### src/rtl/execute_pkg.sv
// Shared types and constants for the LC3 execute stage: control field layout,
// ALU/address selector encodings and the opcodes the stage decodes.
package execute_pkg;

    localparam int DATA_W = 16;
    localparam int REG_W  = 3;

    typedef enum logic [1:0] {
        ALU_ADD  = 2'b00,
        ALU_AND  = 2'b01,
        ALU_NOT  = 2'b10,
        ALU_PASS = 2'b11
    } alu_op_e;

    typedef enum logic [1:0] {
        PC1_OFF11 = 2'b00,
        PC1_OFF9  = 2'b01,
        PC1_OFF6  = 2'b10,
        PC1_ZERO  = 2'b11
    } pcsel1_e;

    localparam logic [3:0] OP_BR  = 4'b0000;
    localparam logic [3:0] OP_JMP = 4'b1100;
    localparam logic [3:0] OP_ST  = 4'b0011;
    localparam logic [3:0] OP_STR = 4'b0111;
    localparam logic [3:0] OP_STI = 4'b1011;

    // Field order matches the packed E_Control bus, MSB first.
    typedef struct packed {
        alu_op_e alu_control;
        pcsel1_e pcselect1;
        logic    pcselect2;
        logic    op2select;
    } e_ctrl_t;

    function automatic logic is_store(input logic [3:0] opcode);
        return (opcode == OP_ST) || (opcode == OP_STR) || (opcode == OP_STI);
    endfunction

endpackage

### src/rtl/execute_alu.sv
// Combinational datapath of the execute stage: operand bypass muxes, ALU and
// effective-address adder.
module execute_alu
    import execute_pkg::*;
(
    input  logic [10:0]       ir_low,
    input  logic [DATA_W-1:0] npc,
    input  e_ctrl_t           e_ctrl,
    input  logic [DATA_W-1:0] vsr1,
    input  logic [DATA_W-1:0] vsr2,
    input  logic [DATA_W-1:0] aluout_q,
    input  logic [DATA_W-1:0] mem_bypass_val,
    input  logic              bypass_alu_1,
    input  logic              bypass_alu_2,
    input  logic              bypass_mem_1,
    input  logic              bypass_mem_2,
    output logic [DATA_W-1:0] alu_result,
    output logic [DATA_W-1:0] pc_result,
    output logic [DATA_W-1:0] op_b
);

    logic signed [DATA_W-1:0] op1;
    logic signed [DATA_W-1:0] op2;
    logic signed [DATA_W-1:0] offset;
    logic signed [DATA_W-1:0] base;

    // ALU bypass wins over memory bypass: it carries the younger result.
    always_comb begin
        if (bypass_alu_1)      op1 = aluout_q;
        else if (bypass_mem_1) op1 = mem_bypass_val;
        else                   op1 = vsr1;

        if (bypass_alu_2)      op_b = aluout_q;
        else if (bypass_mem_2) op_b = mem_bypass_val;
        else                   op_b = vsr2;
    end

    assign op2 = e_ctrl.op2select ? op_b : {{11{ir_low[4]}}, ir_low[4:0]};

    always_comb begin
        case (e_ctrl.alu_control)
            ALU_ADD: alu_result = op1 + op2;
            ALU_AND: alu_result = op1 & op2;
            ALU_NOT: alu_result = ~op1;
            default: alu_result = op1;
        endcase
    end

    always_comb begin
        case (e_ctrl.pcselect1)
            PC1_OFF11: offset = {{5{ir_low[10]}}, ir_low[10:0]};
            PC1_OFF9:  offset = {{7{ir_low[8]}},  ir_low[8:0]};
            PC1_OFF6:  offset = {{10{ir_low[5]}}, ir_low[5:0]};
            default:   offset = '0;
        endcase
    end

    assign base      = e_ctrl.pcselect2 ? npc : op1;
    assign pc_result = base + offset;

endmodule

### src/rtl/execute.sv
// LC3 execute stage: selects operands, runs the ALU and address adder, and
// registers the results onto the execute_out bus.
module execute
    import execute_pkg::*;
(
    input  logic              clock,
    input  logic              reset,
    input  logic              enable_execute,
    input  logic [DATA_W-1:0] IR,
    input  logic [DATA_W-1:0] npc,
    input  logic [5:0]        E_Control,
    input  logic [1:0]        W_Control_in,
    input  logic              Mem_Control_in,
    input  logic [DATA_W-1:0] VSR1,
    input  logic [DATA_W-1:0] VSR2,
    input  logic              bypass_alu_1,
    input  logic              bypass_alu_2,
    input  logic              bypass_mem_1,
    input  logic              bypass_mem_2,
    input  logic [DATA_W-1:0] Mem_Bypass_Val,
    output logic [1:0]        W_Control_out,
    output logic              Mem_Control_out,
    output logic [DATA_W-1:0] aluout,
    output logic [DATA_W-1:0] pcout,
    output logic [REG_W-1:0]  dr,
    output logic [REG_W-1:0]  sr1,
    output logic [REG_W-1:0]  sr2,
    output logic [DATA_W-1:0] IR_Exec,
    output logic [2:0]        NZP,
    output logic [DATA_W-1:0] M_Data,
    output logic              enable_execute_out
);

    logic [DATA_W-1:0] alu_result_p0;
    logic [DATA_W-1:0] pc_result_p0;
    logic [DATA_W-1:0] op_b_p0;
    logic [2:0]        nzp_p0;
    logic [3:0]        opcode;

    assign opcode = IR[15:12];
    assign sr1    = IR[8:6];
    assign sr2    = is_store(opcode) ? IR[11:9] : IR[2:0];

    execute_alu u_alu (
        .ir_low         (IR[10:0]),
        .npc            (npc),
        .e_ctrl         (e_ctrl_t'(E_Control)),
        .vsr1           (VSR1),
        .vsr2           (VSR2),
        .aluout_q       (aluout),
        .mem_bypass_val (Mem_Bypass_Val),
        .bypass_alu_1   (bypass_alu_1),
        .bypass_alu_2   (bypass_alu_2),
        .bypass_mem_1   (bypass_mem_1),
        .bypass_mem_2   (bypass_mem_2),
        .alu_result     (alu_result_p0),
        .pc_result      (pc_result_p0),
        .op_b           (op_b_p0)
    );

    always_comb begin
        nzp_p0 = '0;
        case (opcode)
            OP_BR:   nzp_p0 = IR[11:9];
            OP_JMP:  nzp_p0 = 3'b111;
            default: nzp_p0 = '0;
        endcase
    end

    // Stage boundary p0 -> execute_out. NZP drops to zero on stalled cycles so
    // downstream never evaluates the same branch twice.
    always_ff @(posedge clock or posedge reset) begin
        if (reset) begin
            W_Control_out      <= '0;
            Mem_Control_out    <= 1'b0;
            aluout             <= '0;
            pcout              <= '0;
            dr                 <= '0;
            IR_Exec            <= '0;
            NZP                <= '0;
            M_Data             <= '0;
            enable_execute_out <= 1'b0;
        end else begin
            enable_execute_out <= enable_execute;
            if (enable_execute) begin
                W_Control_out   <= W_Control_in;
                Mem_Control_out <= Mem_Control_in;
                aluout          <= alu_result_p0;
                pcout           <= pc_result_p0;
                dr              <= IR[11:9];
                IR_Exec         <= IR;
                NZP             <= nzp_p0;
                M_Data          <= op_b_p0;
            end else begin
                NZP <= '0;
            end
        end
    end

endmodule

### config.mk
export PLATFORM = sky130hd
export DESIGN_NAME = execute
export DESIGN_NICKNAME = d
export VERILOG_FILES = /design/src/rtl/execute_pkg.sv /design/src/rtl/execute_alu.sv /design/src/rtl/execute.sv
export SDC_FILE = /design/constraint.sdc
export NUM_CORES = 1
export LEC_CHECK = 0
export ABC_AREA = 0
export CAP_MARGIN = 20
export CORE_UTILIZATION = 45
export CTS_BUF_LIST = sky130_fd_sc_hd__clkbuf_4 sky130_fd_sc_hd__clkbuf_8
export DETAILED_ROUTE_END_ITERATION = 10
export HOLD_SLACK_MARGIN = 0.02
export PLACE_DENSITY_LB_ADDON = 0.08
export SLEW_MARGIN = 20
export SYNTH_ARGS = -nofsm -noshare
export SYNTH_HDL_FRONTEND = slang
export SYNTH_SLANG_ARGS = --single-unit
export TNS_END_PERCENT = 1
### constraint.sdc
create_clock -name clock -period 3.3 [get_ports clock]
set_input_delay 0.33 -clock clock [delete_from_list [all_inputs] [get_ports clock]]
set_output_delay 0.33 -clock clock [all_outputs]
set_load 0.005 [all_outputs]
Word-level counts from Yosys, hierarchy flattened
Index checks and enable logic that the tools add are counted. Widths: inputs -> output; s select.

Eq/ne operators: 8. Reduce and logical (&&, ||, !) cells: 5. Add/sub/neg operators: 2. Bitwise operators: 2. Muxes and demuxes: 11.

Operators with widths (number): $mux 16 (6); $pmux 16 s3 (2); $add 16x16->16 (2); $and 16x16->16 (1); $not 16->16 (1); $eq 4x4->1 const B (2); $mux 3 (2); $pmux 3 s2 (1); $eq 2x1->1 const B (2); $eq 2x2->1 const B (2); $eq 4x2->1 const B (1); $eq 4x3->1 const B (1); $logic_not 2->1 (2); $logic_not 4->1 (1); $logic_or 1x1->1 (2).

Input port bits: 96. Word-level logic and storage cells: 37. Register bits: 74. Output and inout port bits: 80.

Logic depth before layout (Yosys ltp)
Depth after elaboration: 5. Gate-level depth with buffers: 16. Mapped depth without buffers: 14.

Hierarchy
From an unflattened synthesis, not the netlist that was laid out.

Cell total of the unflattened synthesis: 659. Area total of the unflattened synthesis: 5933.2 um2.

By module, submodules not included: execute_alu (cells an instance 492, area each 3130.5 um2, times used 1); execute (cells an instance 167, area each 2802.7 um2, times used 1).

Worst setup path after synthesis
No wires, ideal clock.

Path type: input to register. Start: in bypass_mem_2. End: reg aluout[12]. Setup time: 0.133 ns. Stages on the path: 14. Arrival time: 3.321 ns. Buffers on the path: 2. Data required time: 3.167 ns. Setup slack: -0.155 ns. Cell sequence: clkbuf_1 -> buf_2 -> mux2i_1 -> o21ai_0 -> mux2_2 -> ha_1 -> fa_1 -> a211oi_1 -> o21ai_0 -> a21oi_1 -> o21bai_1 -> a21oi_1 -> xor2_1 -> o22ai_1.

Word-level cells in the longest chain between the ends: 5. Elaborated cells on any way between the ends: 6.

RTL lines: start: declaration (line execute.sv:19) `input logic bypass_mem_2,`; $mux 16 * (line execute_alu.sv:34) `else if (bypass_mem_2) op_b = mem_bypass_val;`; $mux 16 * (line execute_alu.sv:33) `if (bypass_alu_2) op_b = aluout_q;`; $mux 16 * (line execute_alu.sv:38) `assign op2 = e_ctrl.op2select ? op_b : {{11{ir_low[4]}}, ir_low[4:0]};`; $add 16x16->16 / $and 16x16->16 (equally long branches) (line execute_alu.sv:42, execute_alu.sv:43); $pmux 16 s3 * (line execute_alu.sv:41) `case (e_ctrl.alu_control)`; end signal: assignment (line execute.sv:88) `aluout <= alu_result_p0;`; end: declaration (line execute.sv:23) `output logic [DATA_W-1:0] aluout,`.

Every way passes the cells marked *; elsewhere a longest branch is shown, timed or not. A chain may end at the register's enable or synchronous reset.

Worst setup path after layout
Start: in bypass_alu_1. End: reg pcout[15].

Word-level cells in the longest chain between the ends: 3.

RTL lines: start: declaration (line execute.sv:16) `input logic bypass_alu_1,`; $mux 16 (line execute_alu.sv:29) `if (bypass_alu_1) op1 = aluout_q;`; $mux 16 (line execute_alu.sv:58) `assign base = e_ctrl.pcselect2 ? npc : op1;`; $add 16x16->16 (line execute_alu.sv:59) `assign pc_result = base + offset;`; end signal: assignment (line execute.sv:89) `pcout <= pc_result_p0;`; end: declaration (line execute.sv:24) `output logic [DATA_W-1:0] pcout,`.

Every way passes these cells.

==> results.json <==
{
  "die_y_um": 113,
  "rsz0062_at_grt": "false",
  "final_cells": 1020,
  "gp_congestion": 0.842,
  "routed_via_density": 5.36,
  "finish.utilization": 0.697,
  "grt_pass1_wl_um": 28000,
  "fin_crit_sh": 0.941,
  "pre_cts_ws_ns": -0.446,
  "vias": 5472,
  "path_cells": "clkdlybuf4s50_1, buf_4, buf_4, buf_4, o21ai_0, mux2_2, ha_1, a21oi_1, nand2_1, a21o_1, a21oi_1, a31oi_1, xnor2_1, mux2_2",
  "dp.cells": 999,
  "pin_count": 176,
  "fmax_ghz": 0.322,
  "status": "completed",
  "path_buf_inv": 4,
  "die_area_mm2": 0.0128,
  "yosysWarnings": 0,
  "design_area_mm2": 0.00837,
  "cts_root_buffer": "clkbuf_8",
  "crit_arrival_ns": 3.36,
  "cts_tree": "done",
  "dp_hpwl_um": 13400,
  "skew_ns": 0.00873,
  "final.setup.worst_slack_ns": 0.193,
  "start_util": 0.462,
  "port_buffers": 175,
  "die-width_um": 113,
  "htreeDepth": 3,
  "post_drt_wl_per_cell_um": 17.1,
  "required_ns": 3.56,
  "final_hold_viol_count": 0,
  "numCtsBuffers": 9,
  "relSlewSlack": 0.355,
  "grt_pass1_vias": 5690,
  "grt_usage": 0.279,
  "synthCells": 622,
  "tightest_slew_ns": 0.967,
  "row_count": 40,
  "overflow": 0,
  "async_flop_share": 1.00,
  "yosys.area.top_type": "dfrtp_1",
  "firstDrtPassIters": 5,
  "path_delay_family": "compound AO/OA/AOI/OAI gates",
  "wl_um": 17400,
  "synth_top_area_frac": 0.320,
  "slowest_delay_ns": 0.48,
  "ys_types": 59,
  "hold_class": "in2reg",
  "cellLeakagePower_nw": 3.82,
  "drive_above_1_share": 0.227,
  "tns_ns": 0,
  "drt_iter0_drc": 204,
  "powerDensity_mw_per_mm2": 450,
  "postRouteAntennaNets": 0,
  "syn_to_final_growth_pct": 50.8,
  "diodes": 0,
  "ys_ff_latch": 71,
  "ff2ff_setup_slack_ns": 0.29,
  "clkLatencyLatePin_ns": 0.37,
  "synth_ff_type": "dfrtp_1",
  "crit_slowest_cell": "o21ai_0",
  "finalCriticalPeriod_ns": 3.11,
  "antenna_found_initial": 0,
  "whs_ns": 0.452,
  "final_max_slew_viol_count": 0,
  "clock_sinks": 71,
  "start_kind": "input port",
  "crit_top_cell": "buf_4",
  "clock_path_buffers": 2,
  "remaining_drc_errors": 0,
  "syn-num-nets": 751,
  "synth_edf_count": 0,
  "grt_max_degree": 73,
  "synthTopCellsByCount": "90 x nand2_1, 71 x dfrtp_1, 62 x o21ai_0",
  "cp-end-kind": "flip-flop",
  "setup_violations": 0,
  "yosysSeqAreaShare": 0.320,
  "drv_cap": 0,
  "synth.area.top_cells": "dfrtp_1 32%, mux2_2 12%, mux2i_1 7.8%",
  "yosysMostFrequentCell": "nand2_1",
  "nNetsFinal": 997,
  "ctsHoldBuffers": 0,
  "vdd_drop_max_v": 0.000376,
  "power_mw": 3.76,
  "place_area_mm2": 0.00802,
  "clk_pin_slew_ns": 0.08,
  "core-area_mm2": 0.0120,
  "netlist_area_mm2": 0.00555,
  "worstPathMaxFanout": 12,
  "crit_type": "in2reg",
  "syn_avg_cell_area_um2": 8.92
}
routing by layer:
| metal | track usage | wire, um | share of wire |
|---|---|---|---|
| met5 | 0 | 0 | 0 |
| met4 | 0.0939 | 238 | 0.014 |
| met3 | 0.0557 | 1160 | 0.067 |
| met2 | 0.469 | 8270 | 0.48 |
| met1 | 0.360 | 7720 | 0.44 |
repair_timing:
item / in CTS / in global routing
pin swaps: 3 / 6
endpoints found under the hold margin: 0 / 0
resized for setup: 4 / 15
setup endpoints to repair: 3 / 11
gates cloned: 0 / 0
setup buffers: 0 / 5
layout make-up:
type	count	area [um2]
well taps	147	184
inverters	22	83.8
repair buffers	275	2530
multi-input cells	489	3550
flip-flops and latches	71	1780
fillers	953	3640
clock buffers	9	124
clock inverters	7	121
flip-flops by register name (all words and copies together) (netlist names):
signal / count
IR_Exec: 14
enable_execute_out: 1
aluout: 16
NZP: 3
pcout: 16
Mem_Control_out: 1
M_Data: 16
dr: 2
W_Control_out: 2
worst min-delay path: cells and delay by family:
family / cells / cell delay, ns
compound gates: 1 / 0.07
buf+inv: 2 / 0.26
simple gates: 1 / 0.11
cell families after synthesis:
logic type	share of synthesized area
multiplexers	0.200
AO/OA/AOI/OAI	0.177
flip-flops	0.320
buffers and inverters	0.0509
AND/OR/NAND/NOR	0.130
adder cells (fa/ha/maj)	0.0771
XOR/XNOR	0.0458
worst paths after layout:
path,from,endpoint,depth (start not counted)
setup / recovery,bypass_alu_1,pcout[15],14
hold / removal,enable_execute,aluout[1],4
setup reg to reg,aluout[0],aluout[12],12
hold reg to reg,pcout[1],pcout[1],2
max in group asynchronous,reset,IR_Exec[3],3
min in group asynchronous,reset,M_Data[11],3
cell usage in the layout (no fill, tap or decap), types with 4 or more instances in the layout:
cell / instances
ha_1: 31
nor2b_1: 5
xnor2_1: 18
o21a_1: 8
a21o_1: 10
nand2_1: 90
xor2_1: 11
a21oi_1: 33
nor2_1: 33
clkbuf_8: 9
and3_1: 4
and2_1: 5
mux2i_1: 43
nor3_1: 5
o21ai_0: 58
dfrtp_1: 71
clkdlybuf4s50_1: 172
buf_4: 98
mux2_2: 59
a21oi_2: 6
o22ai_1: 7
o21ai_1: 5
inv_1: 21
power breakdown:
group	switching (mW)	internal [mW]	total (mW)	leakage (nW)
clock	0.379	0.503	0.882	0.112
combinational	0.729	1.01	1.74	2.87
sequential	0.115	1.03	1.14	0.845
No activity file was read; power rests on OpenSTA's default activity.
